--- src/rtl/div_seq_ctrl.sv ---
// Iterative radix-2 divider for RV32M DIV/DIVU/REM/REMU with EX-stage handshake,
// fast paths for divide-by-zero / signed overflow, and a last-result operand cache.
module div_seq_ctrl #(
  parameter int unsigned CACHE_EN     = 1,
  parameter int unsigned ITER_PER_CYC = 1
) (
  input  logic        clk,
  input  logic        reset_n,
  input  logic        flush,
  input  logic        en,
  input  logic        sign,
  input  logic [31:0] op_a,
  input  logic [31:0] op_b,
  output logic [31:0] quotient,
  output logic [31:0] remainder,
  output logic        ready,
  output logic        busy
);

  localparam int unsigned W  = 32;
  localparam int unsigned CW = 6;
  localparam logic [CW-1:0] ITER_LOAD = CW'(W / ITER_PER_CYC - 1);

  typedef enum logic [2:0] {
    S_IDLE = 3'd0,
    S_PREP = 3'd1,
    S_CALC = 3'd2,
    S_FIX  = 3'd3,
    S_DONE = 3'd4
  } state_t;

  state_t          r_state;
  logic [CW-1:0]   r_cnt;
  logic [W:0]      r_rem;
  logic [W-1:0]    r_dq;
  logic [W-1:0]    r_div;
  logic            r_q_neg;
  logic            r_r_neg;
  logic [W-1:0]    r_quotient;
  logic [W-1:0]    r_remainder;
  logic            r_cache_valid;
  logic [W-1:0]    r_key_a;
  logic [W-1:0]    r_key_b;
  logic            r_key_sign;
  logic [W-1:0]    r_pend_a;
  logic [W-1:0]    r_pend_b;
  logic            r_pend_sign;

  logic            w_hit;
  logic            w_abort;
  logic            w_div_zero;
  logic            w_ovf;
  logic [W-1:0]    w_abs_a;
  logic [W-1:0]    w_abs_b;
  logic [W:0]      w_rem;
  logic [W:0]      w_trial;
  logic [W-1:0]    w_dq;
  logic [W-1:0]    w_q_fix;
  logic [W-1:0]    w_r_fix;

  assign w_hit = (CACHE_EN != 0) && r_cache_valid && (r_state == S_IDLE) &&
                 (op_a == r_key_a) && (op_b == r_key_b) && (sign == r_key_sign);

  // Dropping en mid-operation is an abort just like an EX flush.
  assign w_abort    = flush | ~en;
  assign w_div_zero = (op_b == '0);
  assign w_ovf      = sign && (op_a == 32'h8000_0000) && (op_b == 32'hFFFF_FFFF);
  assign w_abs_a    = (sign && op_a[W-1]) ? W'(-op_a) : op_a;
  assign w_abs_b    = (sign && op_b[W-1]) ? W'(-op_b) : op_b;

  assign ready     = ((r_state == S_IDLE) && (!en || w_hit)) || (r_state == S_DONE);
  assign busy      = (r_state == S_PREP) || (r_state == S_CALC) || (r_state == S_FIX);
  assign quotient  = r_quotient;
  assign remainder = r_remainder;

  // Restoring shift-subtract: dividend bits shift out of r_dq's MSB, quotient bits in at LSB.
  always_comb begin
    w_rem   = r_rem;
    w_dq    = r_dq;
    w_trial = '0;
    for (int i = 0; i < int'(ITER_PER_CYC); i++) begin
      w_trial = {w_rem[W-1:0], w_dq[W-1]};
      w_dq    = {w_dq[W-2:0], 1'b0};
      if (w_trial >= {1'b0, r_div}) begin
        w_rem   = w_trial - {1'b0, r_div};
        w_dq[0] = 1'b1;
      end else begin
        w_rem   = w_trial;
      end
    end
  end

  assign w_q_fix = r_q_neg ? W'(-r_dq) : r_dq;
  assign w_r_fix = r_r_neg ? W'(-r_rem[W-1:0]) : r_rem[W-1:0];

  always_ff @(posedge clk or negedge reset_n) begin
    if (!reset_n) begin
      r_state       <= S_IDLE;
      r_cnt         <= '0;
      r_rem         <= '0;
      r_dq          <= '0;
      r_div         <= '0;
      r_q_neg       <= 1'b0;
      r_r_neg       <= 1'b0;
      r_quotient    <= '0;
      r_remainder   <= '0;
      r_cache_valid <= 1'b0;
      r_key_a       <= '0;
      r_key_b       <= '0;
      r_key_sign    <= 1'b0;
      r_pend_a      <= '0;
      r_pend_b      <= '0;
      r_pend_sign   <= 1'b0;
    end else begin
      case (r_state)
        S_IDLE: begin
          if (en && !w_hit && !flush) r_state <= S_PREP;
        end
        S_PREP: begin
          if (w_abort) begin
            r_state <= S_IDLE;
          end else begin
            r_pend_a    <= op_a;
            r_pend_b    <= op_b;
            r_pend_sign <= sign;
            r_q_neg     <= sign & (op_a[W-1] ^ op_b[W-1]);
            r_r_neg     <= sign & op_a[W-1];
            r_dq        <= w_abs_a;
            r_div       <= w_abs_b;
            r_rem       <= '0;
            r_cnt       <= ITER_LOAD;
            if (w_div_zero) begin
              r_quotient  <= '1;
              r_remainder <= op_a;
              r_state     <= S_DONE;
            end else if (w_ovf) begin
              r_quotient  <= 32'h8000_0000;
              r_remainder <= '0;
              r_state     <= S_DONE;
            end else begin
              r_state     <= S_CALC;
            end
          end
        end
        S_CALC: begin
          if (w_abort) begin
            r_state <= S_IDLE;
          end else begin
            r_rem <= w_rem;
            r_dq  <= w_dq;
            r_cnt <= r_cnt - CW'(1);
            if (r_cnt == '0) r_state <= S_FIX;
          end
        end
        S_FIX: begin
          if (w_abort) begin
            r_state <= S_IDLE;
          end else begin
            r_quotient  <= w_q_fix;
            r_remainder <= w_r_fix;
            r_state     <= S_DONE;
          end
        end
        S_DONE: begin
          // Key is committed only once the matching result is in the output regs.
          r_cache_valid <= 1'b1;
          r_key_a       <= r_pend_a;
          r_key_b       <= r_pend_b;
          r_key_sign    <= r_pend_sign;
          r_state       <= S_IDLE;
        end
        default: r_state <= S_IDLE;
      endcase
    end
  end

endmodule
--- config.mk ---
export PLATFORM = sky130hd
export DESIGN_NAME = div_seq_ctrl
export DESIGN_NICKNAME = d
export VERILOG_FILES = /design/src/rtl/div_seq_ctrl.sv
export SDC_FILE = /design/constraint.sdc
export NUM_CORES = 1
export LEC_CHECK = 0
export CORE_MARGIN = 1.5
export CORE_UTILIZATION = 50
export DETAILED_ROUTE_END_ITERATION = 10
export GPL_TIMING_DRIVEN = 0
export PLACE_DENSITY = 0.77
export SYNTH_ARGS = -nofsm -noshare
export SYNTH_HDL_FRONTEND = slang
export SYNTH_SLANG_ARGS = --single-unit
--- constraint.sdc ---
create_clock -name clk -period 2.5 [get_ports clk]
set_input_delay 0.5 -clock clk [delete_from_list [all_inputs] [get_ports clk]]
set_output_delay 0.5 -clock clk [all_outputs]
set_load 0.01 [all_outputs]
==> results of run 1 <==
-- power by group --
part	internal [µW]	switching [µW]
Sequential	6390	1400
Clock	2960	2160
Combinational	4410	5750
-- per-layer routing --
| metal | track usage | wire (µm) | up-vias |
|---|---|---|---|
| met5 | 0 | 0 | - |
| met4 | 0.1705 | 3964 | 0 |
| met3 | 0.06662 | 6310 | 243 |
| met2 | 0.4971 | 28220 | 1048 |
| met1 | 0.4296 | 24660 | 8196 |
| li1 | - | - | 7496 |
-- cells in the final DEF (no fill, tap or decap), types with 13 or more instances in the layout --
cell type	n
ha_4	20
clkbuf_2	33
inv_2	13
xnor2_1	104
o21ai_1	91
o21ai_0	151
a21oi_2	15
ha_1	14
nand4_1	24
clkbuf_1	73
inv_1	67
buf_6	17
mux2_2	56
dfrtp_2	31
nor2b_1	20
clkdlybuf4s50_1	69
nand3_1	19
o31ai_1	23
dfrtp_1	270
a21oi_1	84
a22oi_1	14
a21o_1	22
a31oi_1	18
nand2_1	352
clkbuf_16	38
o22ai_1	13
nor2_1	90
xor2_1	80
mux2i_1	18
buf_4	79
nor3_1	14
or4_4	15
-- path summary, 6_finish.rpt --
path,from,to,depth (start not counted)
setup / recovery,r_key_a[20],ready,8
hold / removal,op_b[5],r_pend_b[5],3
hold reg to reg,r_pend_a[17],r_pend_a[17],2
setup reg to reg,r_rem[7],remainder[18],10
max in group asynchronous,reset_n,r_dq[13],3
min in group asynchronous,reset_n,r_div[16],2
-- critical path: stages, from the launching register on --
cell and delay (ns):
dfrtp_1 0.39, buf_4 0.14, a22o_1 0.26, or4_4 0.46
nor4_4 0.14, nand4_1 0.15, o21ai_2 0.18, o21a_1 0.18
buf_2 0.15
-- sequential cells by signal (all words and copies together), names as in the netlist, 3 cells and up --
register	cells
r_rem	32
r_dq	32
r_pend_b	31
r_key_b	32
r_state	3
r_div	32
r_key_a	32
quotient	32
r_cnt	6
r_pend_a	32
remainder	32
-- layout make-up --
class / instances / share of cell area
clock buffers: 47 / 0.04289
inverters: 82 / 0.01382
clock inverters: 11 / 0.006799
well taps: 455 / 0.02515
multi-input cells: 1505 / 0.4613
repair buffers: 201 / 0.08501
plain buffers: 125 / 0.03062
flip-flops and latches: 301 / 0.3345
-- cell families (layout without fill, tap and decap cells) --
logic type | count (synthesis) | after routing
AOI/OAI and AO/OA | 539 | 539
and+or+nand+nor | 666 | 667
buffers and inverters | 217 | 466
xor gates and xnor gates | 184 | 184
DFF | 301 | 301
adders and majority gates | 40 | 40
muxes | 75 | 75
-- repair_timing --
item,in CTS,in global routing
pin swaps,28,55
hold endpoints to repair,65,0
hold buffers,1,0
cloned,3,3
setup buffers,39,46
resized for setup,176,323
setup endpoints to repair,224,196
-- per-stage QoR --
| stage | util | hold WS, ns | worst slack (ns) | TNS, ns |
|---|---|---|---|---|
| final | 0.6537 | 0.2194 | -0.6063 | -6.700 |
| after floorplan | - | 0.2044 | -0.2020 | -8.089 |
| after detailed placement | 0.5626 | 0.4577 | -1.620 | -210.23 |
| after CTS | 0.6172 | 0.2220 | -0.4799 | -33.82 |
| after global routing | 0.6537 | 0.2322 | -0.6495 | -10.63 |
| after global placement | 0.5608 | 0.4526 | -11.83 | -3752.20 |
==> run metrics, run 1 <==
leakage dissipation=0.009807 µW; layout net count=2,360; largest cells by area after synthesis=dfrtp_1, nand2_1, o21ai_0; post-place instance area=19,480 µm²; element type at the critical path start=register; # setup viols final=54; First-pass DRT Iterations=6; synth cell count leaders=nand2_1, dfrtp_1, o21ai_0; Syn-to-layout area delta=28.31%; Port Buffers=109; DR vias=16,980; Worst Setup Path Type=register to output port; final HPWL from detailed placement=43.71 mm; layout cells sized above 1=0.2276; # H-tree levels=2; vias in the first global route=15,870; Req. time, crit path=2.00 ns; period utilization=1.243; Routed Antenna Nets=0; Inserted Diodes=0; core area=34,630 µm²; FMAX=321.9 MHz; # rows=68; Mapped Avg Cell Area=8.725 µm²; flop2flop setup slack=-0.31 ns; Crit Path Max Fanout=2; outcome=finished with violations; die area=36,420 µm²; Starting Density=0.5095; Max Slew Vio Count=0; maximum number of pins on one net before global-route repair=127; crit path time final=3.106 ns; RSZ-0062 raised after global routing=yes; Worst IR Drop VDD=0.0006671 V; drt total wl=63.16 mm; Final Hold Fails=0; worst slew pin tran=0.8849 ns; gr ovfl total=0; Final Cell Area=22,640 µm²; Yosys top cell area share=0.4270; DRT iter0 DRCs=2,179; sequential cell area fraction in the yosys report=0.4270; asr flop ratio synth=1.000; final std cells w/o fill=2,727; Mapped Area=17,640 µm²; Die Y=190.8 µm; first-pass GRT wire length=90.16 mm; drc violations=0; multiplexer area fraction after synthesis=0.04660; clock transition at the registers of the reported paths=0.06 ns; clk buf depth=3; routability cong.=0.9313; #FFs+latches synth=301; CTS root buf=clkbuf_16; Final Total Pwr=23,080 µW; top-count cell post-synth=nand2_1; CTS tree=built; Routed WL per cell=23.16 µm; Slew Limit Headroom=0.4101; IO Count=135; Worst Clk Skew=0.01603 ns; GR Util All Layers=0.3234; largest family of logic cells by synthesized area=compound AO/OA/AOI/OAI gates; initial antenna violation count=0; maxcap violations=0; post-synthesis simple-gate area fraction=0.1743; leading area contributor after synthesis=dfrtp_1; CTS buffer count=35; crit path capture type=output port; Worst-Skew Late Latency=0.55 ns; Placed Cells=2,588; clock sinks=301; Worst Slack Setup Final=-0.6063 ns; fillers=2,685; multi-input logic area=10,440 µm²; Post-synth EDFFs=0; critical path data arrival time=2.61 ns; complex-gate fraction of the synthesized area=0.1806; Syn Nets=2,131; YS warnings=0; Post-Synth Adder-Cell Area=0.02879; storage element area=7571 µm²; Power Dens Cells=1019 nW/µm²; HP Class=primary input to register; Yosys cell types=77; most used flip-flop cell after synthesis=dfrtp_1; violated checks=setup timing; post-synthesis xor/xnor area fraction=0.09135; routed vias/inst=6.228; Cells after Synth=2,022; Die W=190.8 µm
Power figures use the tool's default switching activity.
==> run 2, diff against run 1 <==
--- a/config.mk
+++ b/config.mk
@@ -7,6 +7,8 @@
 export LEC_CHECK = 0
 export CORE_MARGIN = 1.5
 export CORE_UTILIZATION = 50
+export CTS_CLUSTER_DIAMETER = 50
+export CTS_CLUSTER_SIZE = 8
 export DETAILED_ROUTE_END_ITERATION = 10
 export GPL_TIMING_DRIVEN = 0
 export PLACE_DENSITY = 0.77
==> run metrics, run 2 (synthesis results as in run 1) <==
Worst Setup Path Type=primary input to output port; RSZ-0062 raised after global routing=yes; core area=34,630 µm²; CTS tree=built; most common cell after layout, fill and taps aside=nand2_1; Die W=190.8 µm; crit path buf inv count=2; drc violations=1; element type at the critical path start=primary input; Inserted Diodes=0; maximum number of pins on one net before global-route repair=127; DRT iter0 DRCs=2,096; outcome=finished with violations; Post-Place Setup Slack=-1.620 ns; period utilization=1.233; Req. time, crit path=2.00 ns; Routed WL per cell=23.43 µm; final HPWL from detailed placement=43.71 mm; Worst Clk Skew=0.02373 ns; routability cong.=0.9313; CTS root buf=clkbuf_16; worst slew pin tran=0.9171 ns; vias in the first global route=16,250; layout cells sized above 1=0.2288; maxcap violations=0; Worst-Skew Late Latency=0.57 ns; Crit Path Max Fanout=6; First-pass DRT Iterations=9; clock transition at the registers of the reported paths=0.05 ns; most frequent cells in the layout=nand2_1, dfrtp_1, o21ai_0; Syn-to-layout area delta=29.94%; Starting Density=0.5095; # rows=68; IO Count=135; worst stage delay on the critical path=0.53 ns; Power Dens Cells=1064 nW/µm²; CTS buffer count=46; crit path capture type=output port; leakage dissipation=0.009932 µW; routed vias/inst=6.295; fillers=2,644; Final Hold Fails=0; Slew Limit Headroom=0.3886; CP top delay family=simple AND/OR/NAND/NOR gates; clock sinks=301; # setup viols final=81; Die Y=190.8 µm; Port Buffers=109; Routed Antenna Nets=0; Max stage delay cell, worst path=clkbuf_1; initial antenna violation count=0; violated checks=DRC, setup timing; crit path time final=3.082 ns; Worst IR Drop VDD=0.0007042 V; HP Class=primary input to register; Max Slew Vio Count=0; GR Util All Layers=0.3292; # H-tree levels=2; drt total wl=63.91 mm; gr ovfl total=0; Hold WS=0.2087 ns; critical path data arrival time=2.58 ns; layout net count=2,372; DR vias=17,170; first-pass GRT wire length=91.78 mm; clk buf depth=3; Worst Slack Setup Final=-0.5825 ns; CP Cell Sequence=clkbuf_1 > xor2_1 > nor4_2 > nand4_1 > nor3_2 > nand3_1 > o21ai_2 > o21a_1 > buf_2; FMAX=324.4 MHz; die area=36,420 µm²
==> run 2: area by class of cell <==
type / instances / area [µm²] / share of cell area
buffer: 124 / 673.1 / 0.02936
timing repair buffer: 204 / 1928 / 0.08411
clock buffer: 50 / 1196 / 0.05218
clock inverter: 8 / 182.7 / 0.007969
tap: 455 / 569.3 / 0.02483
sequential: 301 / 7569 / 0.3301
multi-input combinational: 1504 / 10500 / 0.4579
inverter: 82 / 310.3 / 0.01354
==> run 2: repair_timing <==
item / in CTS / in global routing
endpoints found under the setup margin: 224 / 174
pin swaps: 35 / 60
buffers inserted: 38 / 52
hold endpoints to repair: 65 / 0
resized for setup: 209 / 256
gates cloned: 2 / 1
hold buffers: 1 / 0
==> run 2: path summary, 6_finish.rpt <==
kind	start	end	slack (ns)	depth (start not counted)
setup / recovery	op_a[21]	ready	-0.58	9
hold / removal	op_b[8]	r_pend_b[8]	0.21	3
setup reg to reg	r_div[1]	r_rem[1]	-0.52	12
hold reg to reg	r_pend_b[18]	r_key_b[18]	0.47	2
max in group asynchronous	reset_n	r_dq[31]	0.90	3
min in group asynchronous	reset_n	r_div[16]	0.51	2
==> run 2: routing by layer <==
| metal | global-route usage | vias to the layer above | share of wire |
|---|---|---|---|
| met5 | 0 | - | 0 |
| met1 | 0.4338 | 8188 | 0.38 |
| met4 | 0.1820 | 0 | 0.066 |
| li1 | - | 7504 | - |
| met3 | 0.06331 | 311 | 0.11 |
| met2 | 0.5093 | 1171 | 0.45 |
==> run 2: power breakdown <==
part	leakage, µW	internal, µW	switching [µW]
clock network	0.000669	3690	2300
registers	0.00392	6400	1460
logic	0.00535	4540	6000
total	0.00993	14600	9760
==> run 2: worst reg2reg max path, delay by kind of cell, from the launching register on <==
| family | cells | cell delay [ns] |
|---|---|---|
| compound gates | 3 | 0.80 |
| simple gates | 4 | 0.65 |
| buf+inv | 3 | 0.48 |
| flops | 1 | 0.41 |
| fa+ha+maj | 1 | 0.24 |
| mux | 1 | 0.23 |
==> run 2: metrics by stage <==
stage	cell area (µm²)	cells	TNS [ns]	util	power, µW
floorplan	17760	2022	-8.089	-	12920
global placement	19420	2586	-3752.20	0.5608	15060
detailed placement	19480	2588	-210.23	0.5626	15400
CTS	21680	2678	-16.34	0.6260	22210
global route	22920	2728	-17.98	0.6620	25440
finish	22920	2728	-11.39	0.6620	24390
